## src/rtl/mem_req_ctrl.sv

```systemverilog
// mem_req_ctrl: request front-end for a single-port synchronous memory.
//   Accepts read/write requests on a valid/ready channel. Each accepted
//   request drives the memory port in the same cycle. Read data, which the
//   memory returns one cycle later, is buffered with its address in a
//   response FIFO. The FIFO drains on a valid/ready response channel.
//   A read is accepted only when a FIFO slot is guaranteed for it, counting
//   the read already in flight, so read data is never dropped.
//
// Optional build macro: MEM_REQ_CTRL_WR_ACK_EN
//   When defined, writes also produce an in-order response with
//   rsp_write=1 and data 0, and they obey the same slot check as reads.
//
// Ports:
//   clk, reset                 clock, async active-high reset
//   req_valid/ready/write      request handshake and direction
//   req_addr/req_wdata         request address and write data
//   rsp_valid/ready/write      response handshake and write-ack flag
//   rsp_addr/rsp_data          responded address and read data
//   mem_addr/wr_en/rd_en/wdata memory command (combinational from request)
//   mem_rdata                  memory read data, valid the cycle after rd_en
module mem_req_ctrl #(
  parameter int ADDR_WIDTH = 2,
  parameter int DATA_WIDTH = 8,
  parameter int RSP_DEPTH  = 4
) (
  input  logic                  clk,
  input  logic                  reset,
  input  logic                  req_valid,
  output logic                  req_ready,
  input  logic                  req_write,
  input  logic [ADDR_WIDTH-1:0] req_addr,
  input  logic [DATA_WIDTH-1:0] req_wdata,
  output logic                  rsp_valid,
  input  logic                  rsp_ready,
  output logic                  rsp_write,
  output logic [ADDR_WIDTH-1:0] rsp_addr,
  output logic [DATA_WIDTH-1:0] rsp_data,
  output logic [ADDR_WIDTH-1:0] mem_addr,
  output logic                  mem_wr_en,
  output logic                  mem_rd_en,
  output logic [DATA_WIDTH-1:0] mem_wdata,
  input  logic [DATA_WIDTH-1:0] mem_rdata
);

  localparam int PW = (RSP_DEPTH > 1) ? $clog2(RSP_DEPTH) : 1;
  localparam int CW = PW + 1;

  logic [CW-1:0]         count_q, count_d;
  logic [PW-1:0]         wr_ptr_q, wr_ptr_d, rd_ptr_q, rd_ptr_d;
  logic                  inflight_q, inflight_wr_q;
  logic [ADDR_WIDTH-1:0] inflight_addr_q;

  logic                  fifo_wr_q   [RSP_DEPTH];
  logic [ADDR_WIDTH-1:0] fifo_addr_q [RSP_DEPTH];
  logic [DATA_WIDTH-1:0] fifo_data_q [RSP_DEPTH];

  logic                  rsp_valid_q, rsp_valid_d;
  logic                  rsp_write_q, rsp_write_d;
  logic [ADDR_WIDTH-1:0] rsp_addr_q, rsp_addr_d;
  logic [DATA_WIDTH-1:0] rsp_data_q, rsp_data_d;

  logic [CW-1:0]         occ;
  logic                  slot_free, fire, track, track_wr, push, pop;
  logic [DATA_WIDTH-1:0] push_data;

  // The in-flight access is counted so its slot is reserved before the data
  // arrives; the pop term is deliberately absent to keep rsp_ready off the
  // req_ready path.
  assign occ       = count_q + CW'(inflight_q);
  assign slot_free = occ < CW'(RSP_DEPTH);

`ifdef MEM_REQ_CTRL_WR_ACK_EN
  assign req_ready = ~reset & slot_free;
  assign track     = fire;
  assign track_wr  = req_write;
`else
  assign req_ready = ~reset & (req_write | slot_free);
  assign track     = fire & ~req_write;
  assign track_wr  = 1'b0;
`endif

  assign fire      = req_valid & req_ready;
  assign mem_addr  = req_addr;
  assign mem_wdata = req_wdata;
  assign mem_wr_en = fire & req_write;
  assign mem_rd_en = fire & ~req_write;

  assign push      = inflight_q;
  assign push_data = inflight_wr_q ? '0 : mem_rdata;
  assign pop       = rsp_valid_q & rsp_ready;

  assign rsp_valid = rsp_valid_q;
  assign rsp_write = rsp_write_q;
  assign rsp_addr  = rsp_addr_q;
  assign rsp_data  = rsp_data_q;

  // The response port is a registered copy of the FIFO head. When the new
  // head is the entry being pushed this cycle, it is taken from the push
  // path because the array write has not landed yet.
  always_comb begin
    count_d     = count_q + CW'(push) - CW'(pop);
    wr_ptr_d    = push ? wr_ptr_q + PW'(1) : wr_ptr_q;
    rd_ptr_d    = pop  ? rd_ptr_q + PW'(1) : rd_ptr_q;
    rsp_valid_d = count_d != '0;
    rsp_write_d = rsp_write_q;
    rsp_addr_d  = rsp_addr_q;
    rsp_data_d  = rsp_data_q;
    if (count_d != '0) begin
      if (push && rd_ptr_d == wr_ptr_q) begin
        rsp_write_d = inflight_wr_q;
        rsp_addr_d  = inflight_addr_q;
        rsp_data_d  = push_data;
      end else begin
        rsp_write_d = fifo_wr_q[rd_ptr_d];
        rsp_addr_d  = fifo_addr_q[rd_ptr_d];
        rsp_data_d  = fifo_data_q[rd_ptr_d];
      end
    end
  end

  always_ff @(posedge clk or posedge reset) begin
    if (reset) begin
      count_q         <= '0;
      wr_ptr_q        <= '0;
      rd_ptr_q        <= '0;
      inflight_q      <= 1'b0;
      inflight_wr_q   <= 1'b0;
      inflight_addr_q <= '0;
      rsp_valid_q     <= 1'b0;
      rsp_write_q     <= 1'b0;
      rsp_addr_q      <= '0;
      rsp_data_q      <= '0;
      for (int unsigned i = 0; i < RSP_DEPTH; i++) begin
        fifo_wr_q[i]   <= 1'b0;
        fifo_addr_q[i] <= '0;
        fifo_data_q[i] <= '0;
      end
    end else begin
      count_q     <= count_d;
      wr_ptr_q    <= wr_ptr_d;
      rd_ptr_q    <= rd_ptr_d;
      inflight_q  <= track;
      if (track) begin
        inflight_wr_q   <= track_wr;
        inflight_addr_q <= req_addr;
      end
      rsp_valid_q <= rsp_valid_d;
      rsp_write_q <= rsp_write_d;
      rsp_addr_q  <= rsp_addr_d;
      rsp_data_q  <= rsp_data_d;
      if (push) begin
        fifo_wr_q[wr_ptr_q]   <= inflight_wr_q;
        fifo_addr_q[wr_ptr_q] <= inflight_addr_q;
        fifo_data_q[wr_ptr_q] <= push_data;
      end
    end
  end

endmodule

```

## config.mk

```make
export PLATFORM = sky130hd
export DESIGN_NAME = mem_req_ctrl
export DESIGN_NICKNAME = d
export VERILOG_FILES = /design/src/rtl/mem_req_ctrl.sv
export SDC_FILE = /design/constraint.sdc
export NUM_CORES = 1
export LEC_CHECK = 0
export BUFFER_PORTS_ARGS = -buffer_cell sky130_fd_sc_hd__buf_2
export CORE_MARGIN = 5
export CORE_UTILIZATION = 45
export CTS_CLUSTER_DIAMETER = 40
export DETAILED_ROUTE_END_ITERATION = 10
export PLACE_DENSITY = 0.65
export SLEW_MARGIN = 20
export SYNTH_ARGS = -nofsm -noshare
export SYNTH_HDL_FRONTEND = slang
export SYNTH_SLANG_ARGS = --single-unit
```

## constraint.sdc

```tcl
create_clock -name clk -period 3.4 [get_ports clk]
set_clock_uncertainty 0.05 [all_clocks]
set_input_delay 0.68 -clock clk [delete_from_list [all_inputs] [get_ports clk]]
set_output_delay 0.68 -clock clk [all_outputs]
set_load 0.01 [all_outputs]
```

==> results of run 1 <==
[sequential cells by signal, summed over array words and instances (netlist names)]
| signal | count |
|---|---|
| count_q | 3 |
| fifo_wr_q | 4 |
| inflight_q | 1 |
| inflight_addr_q | 2 |
| fifo_addr_q | 8 |
| rsp_data | 8 |
| rsp_write | 1 |
| wr_ptr_q | 2 |
| fifo_data_q | 32 |
| rsp_valid | 1 |
| rsp_addr | 2 |
| rd_ptr_q | 2 |
[metal layers]
metal  share of wire (%)  global-route usage [%]  wire length (um)  vias up
li1                    -                       -                 -     1024
met1                  44                    22.6              3040     1072
met2                  48                    26.8              3330       44
met3                 4.4                    4.22               300       17
met4                 3.0                    9.01               203        0
met5                   0                       0                 0        -
[final cells by class]
class | instances | area share, %
repair buffers | 37 | 5.51
well taps | 99 | 3.41
flip-flops and latches | 66 | 45.5
inverters | 14 | 1.45
multi-input cells | 174 | 38.5
clock inverters | 2 | 0.965
clock buffers | 13 | 4.65
[power by group]
| part | internal, W | leakage [nW] | total [W] | switching, W |
|---|---|---|---|---|
| Sequential | 0.00116 | 0.787 | 0.00139 | 0.000230 |
| Combinational | 0.000753 | 0.824 | 0.00150 | 0.000746 |
| Clock | 0.000394 | 0.106 | 0.000681 | 0.000287 |
| Total | 0.00230 | 1.72 | 0.00357 | 0.00126 |
[metrics by stage]
stage                     power [W]  hold WS (ns)
after floorplan             0.00255         0.394
after global placement      0.00286         0.407
after detailed placement    0.00292         0.417
after CTS                   0.00361         0.433
after global routing        0.00384         0.459
final                       0.00357         0.430
[worst max-delay path: stages, from the launching register on]
cell and delay (ns):
sky130_fd_sc_hd__dfrtp_1 0.48, sky130_fd_sc_hd__ha_1 0.23, sky130_fd_sc_hd__ha_1 0.20, sky130_fd_sc_hd__xor2_1 0.16, sky130_fd_sc_hd__a21oi_1 0.20, sky130_fd_sc_hd__and3_1 0.30, sky130_fd_sc_hd__buf_2 0.17
[how the worst max path moves through the flow]
stage	start	to	slack, ns	depth (start not counted)
2_1_floorplan	reset	mem_wr_en	0.22	2
3_3_place_gp	rsp_ready	rsp_data[2]$_DFFE_PP0P_	0.73	10
3_5_place_dp	rsp_ready	rsp_data[2]$_DFFE_PP0P_	0.63	10
4_1_cts	inflight_q$_DFF_PP0_	mem_rd_en	0.58	6
5_1_grt	inflight_q$_DFF_PP0_	mem_rd_en	0.47	6
6_report	inflight_q$_DFF_PP0_	mem_rd_en	0.59	6
[cell usage after synthesis (4+ instances only)]
cell                        n  area share (%)
sky130_fd_sc_hd__dfrtp_1   66              51
sky130_fd_sc_hd__mux2_2    37              13
sky130_fd_sc_hd__nand2_1   22             2.5
sky130_fd_sc_hd__inv_1     14             1.6
sky130_fd_sc_hd__nor2_1    14             1.6
sky130_fd_sc_hd__o21ai_0   13             2.0
sky130_fd_sc_hd__buf_4     10             2.3
sky130_fd_sc_hd__a22o_2     8             2.5
sky130_fd_sc_hd__ha_1       8             3.1
sky130_fd_sc_hd__o22ai_1    8             1.5
sky130_fd_sc_hd__a21o_2     6             1.6
sky130_fd_sc_hd__clkbuf_1   6            0.69
sky130_fd_sc_hd__mux2i_1    6             1.8
sky130_fd_sc_hd__a21oi_1    4            0.62
sky130_fd_sc_hd__and2_1     4            0.77
sky130_fd_sc_hd__buf_2      4            0.62
sky130_fd_sc_hd__nand3b_1   4            0.92
[cell families after synthesis]
kind of cell / count (synthesis) / synth area share [%]
compound gates: 62 / 14.8
fa+ha+maj: 8 / 3.08
simple gates: 55 / 8.36
flops: 66 / 50.8
xor+xnor: 6 / 2.12
buf+inv: 37 / 6.09
mux: 43 / 14.7
==> qor.txt, run 1 <==
clock tree from TritonCTS: built
most frequent cells in the layout: 66 x sky130_fd_sc_hd__dfrtp_1, 37 x sky130_fd_sc_hd__mux2_2, 31 x sky130_fd_sc_hd__buf_2
Rows: 31
worst hold path type: flop to flop
number of violations reported at the end of detailed-routing iteration 0: 127
unrepaired setup endpoints after global routing: no
worst hold path startpoint: fifo_data_q[16]$_DFFE_PP0P_
Final Worst Setup Slack: 0.589 ns
RePlAce Congestion: 0.758
Net Count, Synth: 308
Reg area: 1650 sq um
worst-case reg-to-reg path depth: 9
distinct cell type count after synthesis: 41
Post CTS Setup Buffer Count: 0
critical path data required time: 2.67 ns
final net count: 333
post-route non-filler standard cell count: 405
Gates resized, CTS repair: 0
tightest slew margin relative to the limit: 44.8%
utilization after layout: 50.9%
first-pass GRT wire length: 11,600 um
number of buffers added to fix hold violations after cts: 0
sink count of the clock tree: 66
Worst IR Drop VDD: 0.312 mV
root buffer cell: sky130_fd_sc_hd__clkbuf_8
share of final-layout standard cells stronger than drive strength 1: 35.9%
WS Path Type: flop to output pin
wire per inst: 17.0 um
kind of end point of the critical path: output pin
Post-route DRC: 0
total number of vias: 2,157
antenna diode count: 0
result of the run: complete, no violations
Synth-to-Final Area Change: 11.8%
cell depth of the worst min-delay path: 2
num ports: 48
sum of overflow across all layers after global routing: 0
Final Hold Fails: 0
detailed-route wire length: 6880 um
endpoint arrival time on the critical path: 2.08 ns
worst-case hold path end point: fifo_data_q[16]$_DFFE_PP0P_
die height: 95.0 um
reg-to-reg startpoint: inflight_q$_DFF_PP0_
DRT Pass-1 Iters: 4
Initial Utilization: 45.5%
Die X: 95.0 um
Clock transition at path regs: 0.07 ns
CTS Buf Count: 9
register-to-register path setup slack: 0.93 ns
number of buffers on the longest clock path: 2
worst setup slack before clock tree synthesis: 0.631 ns
antenna violations before repair: 0
max-cap check violation count: 0
share of synthesized flip-flops with an asynchronous set or reset: 100%
slew of the pin with the lowest slew margin: 0.828 ns
post-route fraction of the period consumed by the critical path: 82.7%
Filler Cells Inserted: 670
Core Region: 7140 sq um
area occupied by multi-input gates: 1400 sq um
Synth Register Bits: 66
end of the worst register-to-register path: rsp_write$_DFFE_PP0P_
timing-limited maximum frequency: 356 MHz
total negative setup slack: 0 ns
I/O Buffers: 31
Mapped Area: 3250 sq um
Post-Place Cells: 390
vias in the first global route: 2,246
final antenna-violating net count: 0
CP max FO: 9
share of synthesized area occupied by flip-flops and latches: 50.8%
worst skew pair latency: 0.34 ns
pin count of the biggest net entering global routing: 67
standby leakage power: 1.72 nW
Tmin final: 2.81 ns
total routing usage reported by global routing: 17.4%
power density over the cells: 982 nW/um^2
Worst Setup Start Kind: flop
most frequent standard cell in the layout excluding fill and tap cells: sky130_fd_sc_hd__dfrtp_1
final slew viol count: 0
area of the die: 9020 sq um
drt via density: 5.33
cell count after synthesis: 277
dominant register cell in the synthesized netlist: sky130_fd_sc_hd__dfrtp_1
post-placement cell area: 3430 sq um
HPWL after detailed placement: 4550 um
depth of the CTS H-tree: 3
finished layout cell area: 3630 sq um
Syn. warnings: 0
count of flip-flops with a built-in enable after synthesis: 0
Setup-failing EPs final: 0
Mean Syn Cell Area: 11.7 sq um
Note: power is estimated with default switching activity, not from simulation.
==> run 2, diff against run 1 <==
--- a/config.mk
+++ b/config.mk
@@ -5,12 +5,13 @@
 export SDC_FILE = /design/constraint.sdc
 export NUM_CORES = 1
 export LEC_CHECK = 0
+export ABC_AREA = 1
 export BUFFER_PORTS_ARGS = -buffer_cell sky130_fd_sc_hd__buf_2
 export CORE_MARGIN = 5
 export CORE_UTILIZATION = 45
 export CTS_CLUSTER_DIAMETER = 40
 export DETAILED_ROUTE_END_ITERATION = 10
-export PLACE_DENSITY = 0.65
+export PLACE_DENSITY = 0.66
 export SLEW_MARGIN = 20
 export SYNTH_ARGS = -nofsm -noshare
 export SYNTH_HDL_FRONTEND = slang
==> constraint.sdc (replaced) <==
create_clock -name clk -period 2.75 [get_ports clk]
set_clock_uncertainty 0.05 [all_clocks]
set_input_delay 0.55 -clock clk [delete_from_list [all_inputs] [get_ports clk]]
set_output_delay 0.55 -clock clk [all_outputs]
set_load 0.01 [all_outputs]
==> run 2 against run 1 <==
Setup slack lost 0.41 ns. Critical path type unchanged. Critical path depth grew 4. Critical endpoint unchanged. Via count grew 17%. Combinational power grew 13%.
==> qor.txt, run 2 <==
Top reg by flops: fifo_data_q
Clock transition at path regs: 0.07 ns (about the same)
Post-route DRC: 0 (unchanged)
Synth-to-Final Area Change: 12.9%
post-route fraction of the period consumed by the critical path: 93.4%
kind of end point of the critical path: output pin
Setup-failing EPs final: 0 (unchanged)
max FFs per register: 32 (unchanged)
Rows: 30 (-3.2%)
Initial Utilization: 46.4% (+0.92 points)
sink count of the clock tree: 66 (unchanged)
met3 demand-to-capacity share in global routing: 3.53% (-0.70 points)
WS Path Type: flop to output pin
standby leakage power: 1.87 nW (+9.2%)
worst hold path type: input port to flop
Net Count, Synth: 414 (+34%)
Mean Syn Cell Area: 8.24 sq um (-30%)
I/O Buffers: 31 (unchanged)
num ports: 48 (unchanged)
final antenna-violating net count: 0 (unchanged)
power density over the cells: 1220 nW/um^2 (+24%)
share of synthesized area occupied by flip-flops and latches: 52.4% (+1.5 points)
unrepaired setup endpoints after global routing: no
antenna diode count: 0 (unchanged)
Synth Register Bits: 66 (unchanged)
max-cap check violation count: 0 (unchanged)
total number of vias: 2,523 (+17%)
total negative setup slack: 0 ns (unchanged)
Final Hold Fails: 0 (unchanged)
library cell occupying the most area in the post-synthesis netlist: sky130_fd_sc_hd__dfrtp_1
busiest layer in global routing: met2
tightest slew margin relative to the limit: 45.6% (+0.75 points)
area of the die: 8780 sq um (-2.6%)
worst-case reg-to-reg path depth: 9 (unchanged)
final net count: 433 (+30%)
critical path data required time: 2.15 ns (-0.52 ns)
share of final-layout standard cells stronger than drive strength 1: 14.7% (-21 points)
worst skew pair latency: 0.34 ns (about the same)
slew of the pin with the lowest slew margin: 0.817 ns (-0.0113 ns)
most frequent standard cell in the layout excluding fill and tap cells: sky130_fd_sc_hd__nand2_1
pin count of the biggest net entering global routing: 67 (unchanged)
number of buffers added to fix hold violations after cts: 0 (unchanged)
first-pass GRT wire length: 12,100 um (+5.0%)
DRT Pass-1 Iters: 5 (+1)
met2 demand-to-capacity share in global routing: 26.5% (-0.34 points)
Setup crit start: inflight_q$_DFF_PP0_
count of flip-flops with a built-in enable after synthesis: 0 (unchanged)
wire per inst: 14.3 um (-16%)
number of buffers on the longest clock path: 2 (unchanged)
critical path capture point: mem_rd_en
fraction of synthesized cell area taken by the top area cell type: 52.4% (+1.5 points)
Tmin final: 2.57 ns
Syn. warnings: 0 (unchanged)
register-to-register path setup slack: 0.58 ns (-0.35 ns)
worst hold path startpoint: req_addr[1]
number of violations reported at the end of detailed-routing iteration 0: 124 (-2.4%)
RePlAce Congestion: 0.808 (+6.6%)
endpoint arrival time on the critical path: 1.97 ns (-0.11 ns)
dominant register cell in the synthesized netlist: sky130_fd_sc_hd__dfrtp_1
CP max FO: 11 (+2)
cell count after synthesis: 383 (+38%)
clock tree from TritonCTS: built
most instantiated library cell after synthesis: sky130_fd_sc_hd__nand2_1
met1 layer usage reported by global route: 24.7% (+2.2 points)
HPWL after detailed placement: 4580 um (+0.76%)
detailed-route wire length: 7200 um (+4.7%)
sum of overflow across all layers after global routing: 0 (unchanged)
Mapped Area: 3150 sq um (-2.9%)
drt via density: 5.02 (-5.8%)
top post-synthesis cells by area: sky130_fd_sc_hd__dfrtp_1 52%, sky130_fd_sc_hd__nand2_1 15%, sky130_fd_sc_hd__nand3_1 10%
final slew viol count: 0 (unchanged)
utilization after layout: 52.4% (+1.6 points)
cell depth of the worst min-delay path: 3 (+1)
Core Region: 6790 sq um (-4.8%)
result of the run: complete, no violations
vias in the first global route: 2,433 (+8.3%)
timing-limited maximum frequency: 389 MHz
root buffer cell: sky130_fd_sc_hd__clkbuf_8
depth of the CTS H-tree: 3 (unchanged)
share of synthesized flip-flops with an asynchronous set or reset: 100% (unchanged)
Die X: 93.7 um (-1.3%)
end of the worst register-to-register path: rsp_write$_DFFE_PP0P_
Worst IR Drop VDD: 0.370 mV (+19%)
total routing usage reported by global routing: 17.9% (+0.53 points)
top post-synthesis cells by count: 122 x sky130_fd_sc_hd__nand2_1, 66 x sky130_fd_sc_hd__dfrtp_1, 64 x sky130_fd_sc_hd__nand3_1
CTS Buf Count: 9 (unchanged)
reg-to-reg startpoint: inflight_q$_DFF_PP0_
most frequent cells in the layout: 122 x sky130_fd_sc_hd__nand2_1, 65 x sky130_fd_sc_hd__dfrtp_1, 64 x sky130_fd_sc_hd__nand3_1
distinct cell type count after synthesis: 20 (-51%)
die height: 93.7 um (-1.3%)
antenna violations before repair: 0 (unchanged)
Worst Setup Start Kind: flop
[run 2: worst max-delay path, cell delays in order (launching register included)]
cell and delay, ns:
sky130_fd_sc_hd__dfrtp_2 0.47, sky130_fd_sc_hd__ha_1 0.21, sky130_fd_sc_hd__ha_1 0.19, sky130_fd_sc_hd__inv_1 0.05, sky130_fd_sc_hd__nand2_1 0.04, sky130_fd_sc_hd__nand2_1 0.08
sky130_fd_sc_hd__o21ai_0 0.08, sky130_fd_sc_hd__inv_1 0.09, sky130_fd_sc_hd__nand3b_1 0.10, sky130_fd_sc_hd__inv_1 0.16, sky130_fd_sc_hd__buf_2 0.16
[run 2: stage by stage]
stage | hold slack [ns] | std cells | instance area (sq um) | setup slack [ns] | power, W
5_1_grt | 0.399 | 503 | 3560 | 0.0436 | 0.00470
6_report | 0.386 | 503 | 3560 | 0.181 | 0.00433
4_1_cts | 0.374 | 503 | 3560 | 0.106 | 0.00436
3_5_place_dp | 0.413 | 487 | 3320 | 0.492 | 0.00335
2_1_floorplan | 0.403 | 383 | 3160 | 0.126 | 0.00285
3_3_place_gp | 0.408 | 487 | 3320 | 0.551 | 0.00330
[run 2: worst min path at each step]
stage and endpoint:
2_1_floorplan fifo_wr_q[0]$_DFFE_PP0P_, 3_3_place_gp rsp_data[1]$_DFFE_PP0P_, 3_5_place_dp rsp_data[0]$_DFFE_PP0P_, 4_1_cts inflight_addr_q[1]$_DFFE_PP0P_
5_1_grt inflight_addr_q[1]$_DFFE_PP0P_, 6_report inflight_addr_q[1]$_DFFE_PP0P_
[run 2: logic make-up after synthesis]
logic type	after synthesis	synth area share, %
AO/OA/AOI/OAI	49	7.85
flip-flops	66	52.4
buffers and inverters	62	9.40
AND/OR/NAND/NOR	196	26.7
XOR/XNOR	2	0.555
adder cells (fa/ha/maj)	8	3.17
[run 2: where the power goes]
part | switching [W] | internal (W)
logic | 0.00107 | 0.000617
clock network | 0.000368 | 0.000630
registers | 0.000231 | 0.00142
[run 2: per-layer routing]
metal	wire length [um]	vias up
met5	0	-
met4	156	0
met3	480	15
met2	3310	80
met1	3260	1173
li1	-	1255
[run 2: layout make-up]
class,instances,area (sq um)
Sequential cell,66,1650
Inverter,30,116
Multi-Input combinational cell,255,1210
Timing Repair Buffer,40,223
Tap cell,96,120
Fill cell,648,3230
Clock buffer,12,145
Clock inverter,4,98.8
[run 2: timing repair]
action,4_1_cts,5_1_grt
setup buffers,0,0
resized for setup,0,1
endpoints found under the setup margin,0,1
==> run 3, diff against run 2 <==
--- a/config.mk
+++ b/config.mk
@@ -8,10 +8,10 @@
 export ABC_AREA = 1
 export BUFFER_PORTS_ARGS = -buffer_cell sky130_fd_sc_hd__buf_2
 export CORE_MARGIN = 5
-export CORE_UTILIZATION = 45
+export CORE_UTILIZATION = 56
 export CTS_CLUSTER_DIAMETER = 40
 export DETAILED_ROUTE_END_ITERATION = 10
-export PLACE_DENSITY = 0.66
+export PLACE_DENSITY = 0.79
 export SLEW_MARGIN = 20
 export SYNTH_ARGS = -nofsm -noshare
 export SYNTH_HDL_FRONTEND = slang
==> run 3 against run 2 <==
Final area down 2.6%. Fmax down 0.54%. Sequential cell count is the same. Global-route usage up 3.7 points. Routed wire length increased by 0.58%. Non-clock buffer count did not move. Worst hold slack worse by 0.010 ns. Count of clock-buffer cells in the layout is 2 higher. Die area shrank 18%. Sequential share of layout area is 1.2 points higher. Critical path type unchanged.
==> qor.txt, run 3 (same netlist as run 2, synthesis figures left out) <==
result of the run: complete, no violations
most frequent cells in the layout: 122 x sky130_fd_sc_hd__nand2_1, 65 x sky130_fd_sc_hd__dfrtp_1, 64 x sky130_fd_sc_hd__nand3_1
timing-limited maximum frequency: 387 MHz (-0.54%)
Post CTS Setup Buffer Count: 0 (unchanged)
first-pass GRT wire length: 12,200 um (+0.62%)
pin count of the biggest net entering global routing: 67 (unchanged)
Post-route DRC: 0 (unchanged)
sum of overflow across all layers after global routing: 0 (unchanged)
depth of the CTS H-tree: 3 (unchanged)
Rows: 27 (-10%)
drt via density: 5.52 (+10%)
slew of the pin with the lowest slew margin: 0.819 ns (+0.00261 ns)
max-cap check violation count: 0 (unchanged)
Die X: 85.1 um (-9.3%)
clock tree from TritonCTS: built
utilization after layout: 63.0% (+11 points)
Critical Path Stages: 9 (-1)
cell type of the slowest stage on the worst timing path: sky130_fd_sc_hd__dfrtp_2
Core Region: 5510 sq um (-19%)
CP max stage delay: 0.49 ns (+0.02 ns)
final antenna-violating net count: 0 (unchanged)
wire per inst: 15.1 um (+5.6%)
I/O Buffers: 31 (unchanged)
Internal Dissipation: 0.00244 W (-8.6%)
DRT Pass-1 Iters: 7 (+2)
post-route fraction of the period consumed by the critical path: 93.9% (+0.51 points)
Initial Utilization: 57.3% (+11 points)
WS Path Type: flop to output pin
part of the total power dissipated in combinational logic: 41.0% (+2.1 points)
sink count of the clock tree: 66 (unchanged)
final net count: 433 (unchanged)
Top reg by flops: fifo_data_q
HPWL after detailed placement: 4800 um (+4.8%)
kind of end point of the critical path: output pin
die height: 85.1 um (-9.3%)
critical path data required time: 2.15 ns (about the same)
tightest slew margin relative to the limit: 45.4% (-0.17 points)
Worst IR Drop VDD: 0.492 mV (+33%)
register-to-register path setup slack: 0.46 ns (-0.12 ns)
Psw: 0.00167 W (about the same)
most frequent standard cell in the layout excluding fill and tap cells: sky130_fd_sc_hd__nand2_1
final slew viol count: 0 (unchanged)
CP max FO: 11 (unchanged)
worst-case reg-to-reg path depth: 9 (unchanged)
vias in the first global route: 2,409 (-0.99%)
detailed-route wire length: 7240 um (+0.58%)
antenna violations before repair: 0 (unchanged)
kind of cell with the highest combined delay on the critical path: flip-flops
Worst Setup Start Kind: flop
number of buffers on the longest clock path: 2 (unchanged)
critical path capture point: mem_rd_en
total negative setup slack: 0 ns (unchanged)
Setup crit start: inflight_q$_DFF_PP0_
total routing usage reported by global routing: 21.6% (+3.7 points)
antenna diode count: 0 (unchanged)
Setup-failing EPs final: 0 (unchanged)
reg-to-reg startpoint: inflight_q$_DFF_PP0_
share of final-layout standard cells stronger than drive strength 1: 15.0% (+0.25 points)
endpoint arrival time on the critical path: 1.98 ns (about the same)
Clock transition at path regs: 0.07 ns (about the same)
Tmin final: 2.58 ns (+0.0140 ns)
end of the worst register-to-register path: rsp_data[0]$_DFFE_PP0P_
CTS Buf Count: 9 (unchanged)
max FFs per register: 32 (unchanged)
area of the die: 7230 sq um (-18%)
standby leakage power: 1.85 nW (-1.4%)
Final Hold Fails: 0 (unchanged)
Bufs and invs on worst path: 3 (-1)
Synth-to-Final Area Change: 10.0%
clock network fraction of design power: 18.5% (-4.5 points)
crit path cell chain: ha_1 -> ha_1 -> nand2_1 -> nand2_1 -> o21ai_0 -> inv_1 -> nand3b_1 -> inv_2 -> buf_2
root buffer cell: sky130_fd_sc_hd__clkbuf_8
power density over the cells: 1180 nW/um^2 (-2.8%)
unrepaired setup endpoints after global routing: no
worst hold path type: input port to flop
num ports: 48 (unchanged)
number of violations reported at the end of detailed-routing iteration 0: 225 (+81%)
part of the total power dissipated in sequential elements: 40.5% (+2.4 points)
total number of vias: 2,644 (+4.8%)
worst skew pair latency: 0.34 ns (about the same)
RePlAce Congestion: 0.858 (+6.1%)
switch share: 40.6% (+2.1 points)
-- run 3: cell types whose count changed in the layout (fill, tap and decap cells not counted) --
| cell | previous run | this run |
|---|---|---|
| sky130_fd_sc_hd__inv_2 | 0 | 1 |
| sky130_fd_sc_hd__bufinv_16 | 3 | 0 |
| sky130_fd_sc_hd__inv_1 | 29 | 28 |
| sky130_fd_sc_hd__clkinv_4 | 1 | 0 |
| sky130_fd_sc_hd__clkbuf_8 | 10 | 12 |
| sky130_fd_sc_hd__clkinv_2 | 0 | 2 |
-- run 3: worst min-delay path by stage --
stage	startpoint	endpoint	slack, ns	cells past startpoint
3_3_place_gp	rsp_addr[0]$_DFFE_PP0P_	rsp_addr[0]$_DFFE_PP0P_	0.41	2
3_5_place_dp	rsp_data[4]$_DFFE_PP0P_	rsp_data[4]$_DFFE_PP0P_	0.42	2
2_1_floorplan	fifo_wr_q[0]$_DFFE_PP0P_	fifo_wr_q[0]$_DFFE_PP0P_	0.40	1
6_report	req_addr[1]	inflight_addr_q[1]$_DFFE_PP0P_	0.38	3
5_1_grt	req_addr[0]	inflight_addr_q[0]$_DFFE_PP0P_	0.41	3
4_1_cts	req_addr[1]	inflight_addr_q[1]$_DFFE_PP0P_	0.37	3
-- run 3: power by group through the flow --
stage,combinational (W),sequential [W],clock (W)
finish,0.00168,0.00166,0.000757
global route,0.00191,0.00172,0.000810
CTS,0.00168,0.00166,0.000763
detailed placement,0.00167,0.00167,0
global placement,0.00161,0.00166,0
floorplan,0.00119,0.00166,0
-- run 3: tightest hold or removal path: cells and delay by family --
family / cells / cell delay (ns)
buffers and inverters: 1 / 0.08
AO/OA/AOI/OAI: 1 / 0.05
AND/OR/NAND/NOR: 1 / 0.04
-- run 3: layout make-up --
class / count / area [sq um]
Clock inverter: 2 / 10.0
Tap cell: 72 / 90.1
Fill cell: 476 / 2040
Inverter: 30 / 116
Multi-Input combinational cell: 255 / 1210
Timing Repair Buffer: 40 / 223
Clock buffer: 14 / 173
Sequential cell: 66 / 1650
-- run 3: through the flow --
stage	cell area, sq um	worst slack, ns	std cells	hold slack, ns	total power, W
floorplan	3160	0.126	383	0.403	0.00285
global placement	3290	0.505	463	0.408	0.00327
detailed placement	3290	0.418	463	0.415	0.00334
CTS	3470	0.0637	479	0.374	0.00411
global route	3470	0.0223	479	0.409	0.00444
finish	3470	0.167	479	0.375	0.00410
-- run 3: repair_timing --
action                                  4_1_cts  5_1_grt
hold buffers                                  0        0
gates resized for setup                       0        2
endpoints found under the setup margin        0        2
hold endpoints to repair                      0        0
-- run 3: per-layer routing --
metal / global-route usage (%) / vias to the layer above / routed length, um
met5: 0 / - / 0
met4: 10.8 / 0 / 166
met3: 4.66 / 16 / 547
met2: 29.8 / 127 / 3180
met1: 31.9 / 1242 / 3350
li1: - / 1259 / -
